[src/rtl/bus_timer_if.sv]
// bus_timer_if -- request/grant bus between an LSU and a memory-mapped peripheral.
//
// Signals:
//   i_BUS_ADDR  [31:0]  byte address from the requester
//   i_BUS_WDATA [31:0]  write data, already placed in its byte lanes
//   i_BUS_WE            write strobe
//   i_BUS_RE            read strobe
//   i_BUS_HB    [1:0]   access size: 00 byte, 01 half, 1x word
//   i_BUS_REQ           request, held until the requester samples grant
//   o_BUS_GNT           completion grant
//   o_BUS_RDATA [31:0]  read data, zero whenever grant is low (bus is OR-combined)
//
// Modports: master (requester side), slave (peripheral side).
interface bus_timer_if;
    logic [31:0] i_BUS_ADDR;
    logic [31:0] i_BUS_WDATA;
    logic        i_BUS_WE;
    logic        i_BUS_RE;
    logic [1:0]  i_BUS_HB;
    logic        i_BUS_REQ;
    logic        o_BUS_GNT;
    logic [31:0] o_BUS_RDATA;

    modport master (
        output i_BUS_ADDR, i_BUS_WDATA, i_BUS_WE, i_BUS_RE, i_BUS_HB, i_BUS_REQ,
        input  o_BUS_GNT, o_BUS_RDATA
    );

    modport slave (
        input  i_BUS_ADDR, i_BUS_WDATA, i_BUS_WE, i_BUS_RE, i_BUS_HB, i_BUS_REQ,
        output o_BUS_GNT, o_BUS_RDATA
    );
endinterface

[src/rtl/bus_timer.sv]
// bus_timer -- memory-mapped prescaled timer with compare match and level interrupt.
//
// Ports:
//   i_CLK   single clock, all state on its rising edge
//   i_RST   synchronous active-high reset
//   bus     bus_timer_if.slave register access port (2-cycle request/grant)
//   o_IRQ   level interrupt = MATCH & IRQ_EN, driven straight from a flop
//
// Register window (32 bytes at BASE_ADDR, offset = addr[4:2]):
//   0 CTRL     {AUTO_RELOAD, IRQ_EN, EN}
//   1 PRESCALE [15:0]
//   2 COUNT    [31:0]
//   3 COMPARE  [31:0]
//   4 STATUS   {MATCH}, write 1 to clear
//   5-7        read as zero, writes ignored
module bus_timer #(
    parameter logic [31:0] BASE_ADDR = 32'h8000_0000
) (
    input  logic       i_CLK,
    input  logic       i_RST,
    bus_timer_if.slave bus,
    output logic       o_IRQ
);

    localparam logic [2:0] OFF_CTRL     = 3'd0;
    localparam logic [2:0] OFF_PRESCALE = 3'd1;
    localparam logic [2:0] OFF_COUNT    = 3'd2;
    localparam logic [2:0] OFF_COMPARE  = 3'd3;
    localparam logic [2:0] OFF_STATUS   = 3'd4;

    typedef enum logic {
        IDLE = 1'b0,
        ACK  = 1'b1
    } state_t;

    state_t      state_q, state_d;
    logic [2:0]  ctrl_q, ctrl_d;          // {AUTO_RELOAD, IRQ_EN, EN}
    logic [15:0] prescale_q, prescale_d;
    logic [31:0] count_q, count_d;
    logic [31:0] compare_q, compare_d;
    logic        match_q, match_d;
    logic [15:0] pc_q, pc_d;
    logic [31:0] rdata_q, rdata_d;
    logic        irq_q, irq_d;

    logic        sel;
    logic        accept;
    logic        wr;
    logic [2:0]  offset;
    logic [3:0]  be;
    logic [31:0] wmask;
    logic [31:0] rd_val;
    logic [31:0] merged;
    logic        tick;

    assign offset = bus.i_BUS_ADDR[4:2];

    // Byte lane enables; an all-zero result means the access is misaligned
    // and the write is dropped (grant is still issued).
    always_comb begin
        be = 4'b0000;
        case (bus.i_BUS_HB)
            2'b00: be = 4'b0001 << bus.i_BUS_ADDR[1:0];
            2'b01: begin
                if (!bus.i_BUS_ADDR[0]) begin
                    be = bus.i_BUS_ADDR[1] ? 4'b1100 : 4'b0011;
                end
            end
            default: begin
                if (bus.i_BUS_ADDR[1:0] == 2'b00) begin
                    be = 4'b1111;
                end
            end
        endcase
    end

    generate
        for (genvar gi = 0; gi < 4; gi++) begin : g_wmask
            assign wmask[gi*8 +: 8] = {8{be[gi]}};
        end
    endgenerate

    // Current register value at the addressed offset, unused bits zero.
    always_comb begin
        rd_val = 32'b0;
        case (offset)
            OFF_CTRL:     rd_val = {29'b0, ctrl_q};
            OFF_PRESCALE: rd_val = {16'b0, prescale_q};
            OFF_COUNT:    rd_val = count_q;
            OFF_COMPARE:  rd_val = compare_q;
            OFF_STATUS:   rd_val = {31'b0, match_q};
            default:      rd_val = 32'b0;
        endcase
    end

    // Partial writes merge into the current value; narrower registers simply
    // keep the low bits of the merge.
    assign merged = (rd_val & ~wmask) | (bus.i_BUS_WDATA & wmask);

    assign sel    = bus.i_BUS_REQ
                  && (bus.i_BUS_ADDR[31:5] == BASE_ADDR[31:5])
                  && (bus.i_BUS_WE || bus.i_BUS_RE);
    assign accept = (state_q == IDLE) && sel;
    assign wr     = accept && bus.i_BUS_WE && (be != 4'b0000);
    assign tick   = ctrl_q[0] && (pc_q == prescale_q);

    always_comb begin
        state_d    = state_q;
        ctrl_d     = ctrl_q;
        prescale_d = prescale_q;
        count_d    = count_q;
        compare_d  = compare_q;
        match_d    = match_q;
        pc_d       = pc_q;
        rdata_d    = 32'b0;

        case (state_q)
            IDLE: begin
                if (accept) begin
                    state_d = ACK;
                    rdata_d = rd_val;   // pre-write value
                end
            end
            ACK:     state_d = IDLE;
            default: state_d = IDLE;
        endcase

        // Timer datapath; bus writes below override it in the same cycle.
        if (ctrl_q[0]) begin
            pc_d = tick ? 16'd0 : pc_q + 16'd1;
        end
        if (tick) begin
            count_d = (count_q == compare_q && ctrl_q[2]) ? 32'd0 : count_q + 32'd1;
        end

        if (wr) begin
            case (offset)
                OFF_CTRL: ctrl_d = merged[2:0];
                OFF_PRESCALE: begin
                    prescale_d = merged[15:0];
                    pc_d       = 16'd0;
                end
                OFF_COUNT:   count_d   = merged;
                OFF_COMPARE: compare_d = merged;
                OFF_STATUS: begin
                    if (be[0] && bus.i_BUS_WDATA[0]) begin
                        match_d = 1'b0;
                    end
                end
                default: ;
            endcase
        end

        // Set has priority over a simultaneous write-1-to-clear.
        if (tick && count_q == compare_q) begin
            match_d = 1'b1;
        end

        // Computed from next-state values so o_IRQ tracks MATCH & IRQ_EN
        // in the same cycle while still coming from a flop.
        irq_d = match_d & ctrl_d[1];
    end

    always_ff @(posedge i_CLK) begin
        if (i_RST) begin
            state_q    <= IDLE;
            ctrl_q     <= 3'b0;
            prescale_q <= 16'b0;
            count_q    <= 32'b0;
            compare_q  <= 32'b0;
            match_q    <= 1'b0;
            pc_q       <= 16'b0;
            rdata_q    <= 32'b0;
            irq_q      <= 1'b0;
        end else begin
            state_q    <= state_d;
            ctrl_q     <= ctrl_d;
            prescale_q <= prescale_d;
            count_q    <= count_d;
            compare_q  <= compare_d;
            match_q    <= match_d;
            pc_q       <= pc_d;
            rdata_q    <= rdata_d;
            irq_q      <= irq_d;
        end
    end

    assign bus.o_BUS_GNT   = (state_q == ACK);
    assign bus.o_BUS_RDATA = rdata_q & {32{state_q == ACK}};
    assign o_IRQ           = irq_q;

endmodule

[src/flat_wrapper.sv]
// flat-port wrapper written by rule: the top's interface ports become plain ports
module bus_timer_flat 
#(
    parameter logic [31:0] BASE_ADDR = 32'h8000_0000
)
  (i_CLK, i_RST, o_IRQ, bus_i_BUS_ADDR, bus_i_BUS_WDATA, bus_i_BUS_WE, bus_i_BUS_RE, bus_i_BUS_HB, bus_i_BUS_REQ, bus_o_BUS_GNT, bus_o_BUS_RDATA);
  bus_timer_if bus_i ();
  input  logic i_CLK;
  input  logic i_RST;
  output logic o_IRQ;
  input wire logic [$bits(bus_i.i_BUS_ADDR)-1:0] bus_i_BUS_ADDR;
  input wire logic [$bits(bus_i.i_BUS_WDATA)-1:0] bus_i_BUS_WDATA;
  input wire logic [$bits(bus_i.i_BUS_WE)-1:0] bus_i_BUS_WE;
  input wire logic [$bits(bus_i.i_BUS_RE)-1:0] bus_i_BUS_RE;
  input wire logic [$bits(bus_i.i_BUS_HB)-1:0] bus_i_BUS_HB;
  input wire logic [$bits(bus_i.i_BUS_REQ)-1:0] bus_i_BUS_REQ;
  output wire logic [$bits(bus_i.o_BUS_GNT)-1:0] bus_o_BUS_GNT;
  output wire logic [$bits(bus_i.o_BUS_RDATA)-1:0] bus_o_BUS_RDATA;
  assign bus_i.i_BUS_ADDR = bus_i_BUS_ADDR;
  assign bus_i.i_BUS_WDATA = bus_i_BUS_WDATA;
  assign bus_i.i_BUS_WE = bus_i_BUS_WE;
  assign bus_i.i_BUS_RE = bus_i_BUS_RE;
  assign bus_i.i_BUS_HB = bus_i_BUS_HB;
  assign bus_i.i_BUS_REQ = bus_i_BUS_REQ;
  assign bus_o_BUS_GNT = bus_i.o_BUS_GNT;
  assign bus_o_BUS_RDATA = bus_i.o_BUS_RDATA;
  bus_timer #(.BASE_ADDR(BASE_ADDR)) u_core (.i_CLK(i_CLK), .i_RST(i_RST), .bus(bus_i), .o_IRQ(o_IRQ));
endmodule
[config.mk]
export PLATFORM = sky130hd
export DESIGN_NAME = bus_timer_flat
export DESIGN_NICKNAME = d
export VERILOG_FILES = /design/src/rtl/bus_timer_if.sv /design/src/rtl/bus_timer.sv /design/src/flat_wrapper.sv
export SDC_FILE = /design/constraint.sdc
export NUM_CORES = 1
export LEC_CHECK = 0
export ABC_AREA = 1
export CAP_MARGIN = 40
export CORE_MARGIN = 3
export CORE_UTILIZATION = 25
export CTS_CLUSTER_SIZE = 12
export DETAILED_ROUTE_END_ITERATION = 6
export GPL_ROUTABILITY_DRIVEN = 0
export MAX_ROUTING_LAYER = met4
export SYNTH_ARGS = -nofsm -noshare
export SYNTH_HDL_FRONTEND = slang
export SYNTH_SLANG_ARGS = --single-unit
[constraint.sdc]
create_clock -name i_CLK -period 3.1 [get_ports i_CLK]
set_clock_uncertainty 0.05 [all_clocks]
set_input_delay 0.465 -clock i_CLK [delete_from_list [all_inputs] [get_ports i_CLK]]
set_output_delay 0.465 -clock i_CLK [all_outputs]
set_load 0.1 [all_outputs]
==> impl_metrics.toml <==
[run_status]
outcome = "finished with violations"
violations = "DRC"

[power]
switchingPower_w = 0.000972
netSwitchingFraction_pct = 25.0
powerDensity_nw_per_um2 = 368
intPower_w = 0.00291
p_comb_share_pct = 6.4
vdd_ir_drop_max_v = 0.000239
leakagePower_nw = 4.29
seqPwrFrac_pct = 44.4
clkPwrFrac_pct = 49.2

[setup_path]
critical-path-slowest-cell = "nand4_1"
cp_max_fo = 16
critPathKind = "reg2reg"
cp-start-kind = "register"
slowest_delay_ns = 0.70
cp.required_ns = 3.38
path_buf_inv = 0
cp_top_family = "simple AND/OR/NAND/NOR gates"
arrival_ns = 2.79
end_kind = "register"
cp_cell_sequence = "nor3_2, nand2_1, nand3b_1, nor2_2, nand4_1, o22ai_1"

[logic_synthesis]
avgSynthCellArea_um2 = 6.12
synth-seq-cells = 134
synth.cell_area_um2 = 8130
syn_inst = 1328
yosysSeqAreaShare_pct = 33.0
synth_fp_nets = 1401
ys_types = 43
synth_flop_cell = "dfxtp_1"
synth-edff-count = 0
synthArstFlopShare_pct = 0
yosysWarnings = 0

[timing]
fmax_ghz = 0.398
worst_pin_slew_ns = 0.875
max-slew-margin-rel_pct = 41.5
tns_ns = 0
setup_viol = 0
period_share_pct = 81.1
fin_hold_ws_ns = 0.434
finalMaxSlewViolations = 0
final.min_clock_period_ns = 2.51
rsz0062_at_grt = "false"
hold_viol_final = 0

[global_route]
grt_pass1_wl_um = 43900
antenna_found_initial = 1
grt.total_usage_pct = 15.8
overflow = 0
grt_max_degree = 41
grt_pass1_vias = 8333

[cts]
clock-sinks = 134
post_cts_resized = 0
htreeDepth = 4
cts_buffers = 17
cts_hold_buf = 0
insertion_delay_ns = 0.43
cts_buffer_depth = 2
cts-root-buf = "clkbuf_16"
clkSlewWorstSetupHoldPaths_ns = 0.07
cts_tree = "yes"
postCtsSetupRepairBufs = 0

[min_path]
hold_path_class = "reg2reg"

[route]
wire_per_inst_um = 14.2
post-route-drc-count = 2
first_pass_iters = 7
num_vias = 8705
vias_per_cell = 4.64
first_iter_violations = 617
drt.antenna.violating_nets = 0
drt-total-wl_um = 26700

[die]
die_h_um = 186
dieArea_um2 = 34700
start_util_pct = 25.6
coreArea_um2 = 31800
ios = 105
rows = 65
die_w_um = 186

[final_layout]
num-nets-final = 1502
nFillCells = 3427
area_delta_synth_final_pct = 29.8
drive_above_1_share_pct = 9.64
mostFrequentLayoutCell = "nand2_1"
multi_input_area_um2 = 4420
final_cell_mix = "nand2_1 (376), inv_1 (199), nor2_1 (163), dfxtp_1 (134), a21oi_1 (91)"
register_area_um2 = 2680

[run]
drv_cap = 0

[placement]
dpl.hpwl_um = 20300
port_buffers = 104
power by group through the flow:
stage	Sequential, W	Clock [W]	Combinational, W
2_1_floorplan	0.00176	0	0.0000961
3_3_place_gp	0.00176	0	0.000244
3_5_place_dp	0.00176	0	0.000245
4_1_cts	0.00172	0.00194	0.000247
5_1_grt	0.00172	0.00201	0.000270
6_report	0.00172	0.00191	0.000248
metal layers:
| metal | vias to the layer above | routed length, um | GRT usage [%] |
|---|---|---|---|
| met5 | - | 0 | - |
| met2 | 319 | 12100 | 24.9 |
| met4 | 0 | 564 | 4.83 |
| met3 | 48 | 1930 | 3.25 |
| met1 | 3912 | 12200 | 20.6 |
| li1 | 4426 | - | - |
stage by stage:
stage	util, %	std cells	area (um2)	setup WS (ns)	total power (W)
after floorplan	-	1328	8130	0.438	0.00186
after detailed placement	31.4	1845	10000	0.206	0.00201
after CTS	33.2	1877	10600	0.536	0.00391
final	33.2	1878	10600	0.586	0.00388
after global routing	33.2	1878	10600	0.406	0.00400
after global placement	31.4	1845	10000	0.228	0.00200
area by class of cell:
cell class              instances  area share [%]
repair buffers                129            14.5
diodes                          1          0.0237
flip-flops and latches        134            25.4
multi-input cells             928            41.9
clock buffers                  19            4.29
clock inverters                13           0.925
inverters                     219            7.79
well taps                     435            5.16
final timing paths:
kind	from	to	slack, ns	cells past startpoint
min reg2reg	u_core.compare_q[30]	u_core.compare_q[30]	0.43	2
max reg2reg	u_core.bus.o_BUS_GNT	u_core.prescale_q[10]	0.59	6
min	u_core.compare_q[30]	u_core.compare_q[30]	0.43	2
max	u_core.bus.o_BUS_GNT	u_core.prescale_q[10]	0.59	6
synthesized netlist by cell type, drive strengths merged (8+ instances only):
cell | n | area share (%)
nand3b | 8 | 0.74
a21oi | 92 | 5.8
nand2 | 378 | 18
o21bai | 11 | 1.0
nor2 | 172 | 8.8
nor3 | 16 | 1.2
clkbuf | 26 | 1.2
buf | 21 | 1.3
o22ai | 35 | 2.7
o21ai | 45 | 2.8
nand3 | 83 | 5.9
o221ai | 10 | 1.1
or2 | 12 | 0.92
xor2 | 11 | 1.2
nand4 | 27 | 2.1
nor4 | 8 | 0.62
inv | 218 | 10
dfxtp | 134 | 33
state kept, by name, summed over array words and instances (netlist names):
name / cells
u_core.o_IRQ: 1
u_core.ctrl_q: 3
u_core.match_q: 1
u_core.prescale_q: 16
u_core.rdata_q: 32
u_core.pc_q: 16
u_core.compare_q: 32
u_core.bus.o_BUS_GNT: 1
u_core.count_q: 32
logic make-up (layout without fill, tap and decap cells):
group | after synthesis | in the layout | synth area share (%)
buffers and inverters | 266 | 380 | 12.6
DFF | 134 | 134 | 33.0
xor gates and xnor gates | 13 | 13 | 1.40
and+or+nand+nor | 706 | 706 | 37.9
AOI/OAI and AO/OA | 204 | 204 | 14.4
other | 0 | 1 | 0
adders and majority gates | 2 | 2 | 0.308
muxes | 3 | 3 | 0.369
worst register-to-register path: stages, from the launching register on:
cell      delay (ns)
dfxtp_1         0.52
nor3_2          0.30
nand2_1         0.07
nand3b_1        0.17
nor2_2          0.17
nand4_1         0.70
o22ai_1         0.45
No activity file was read; power rests on OpenSTA's default activity.
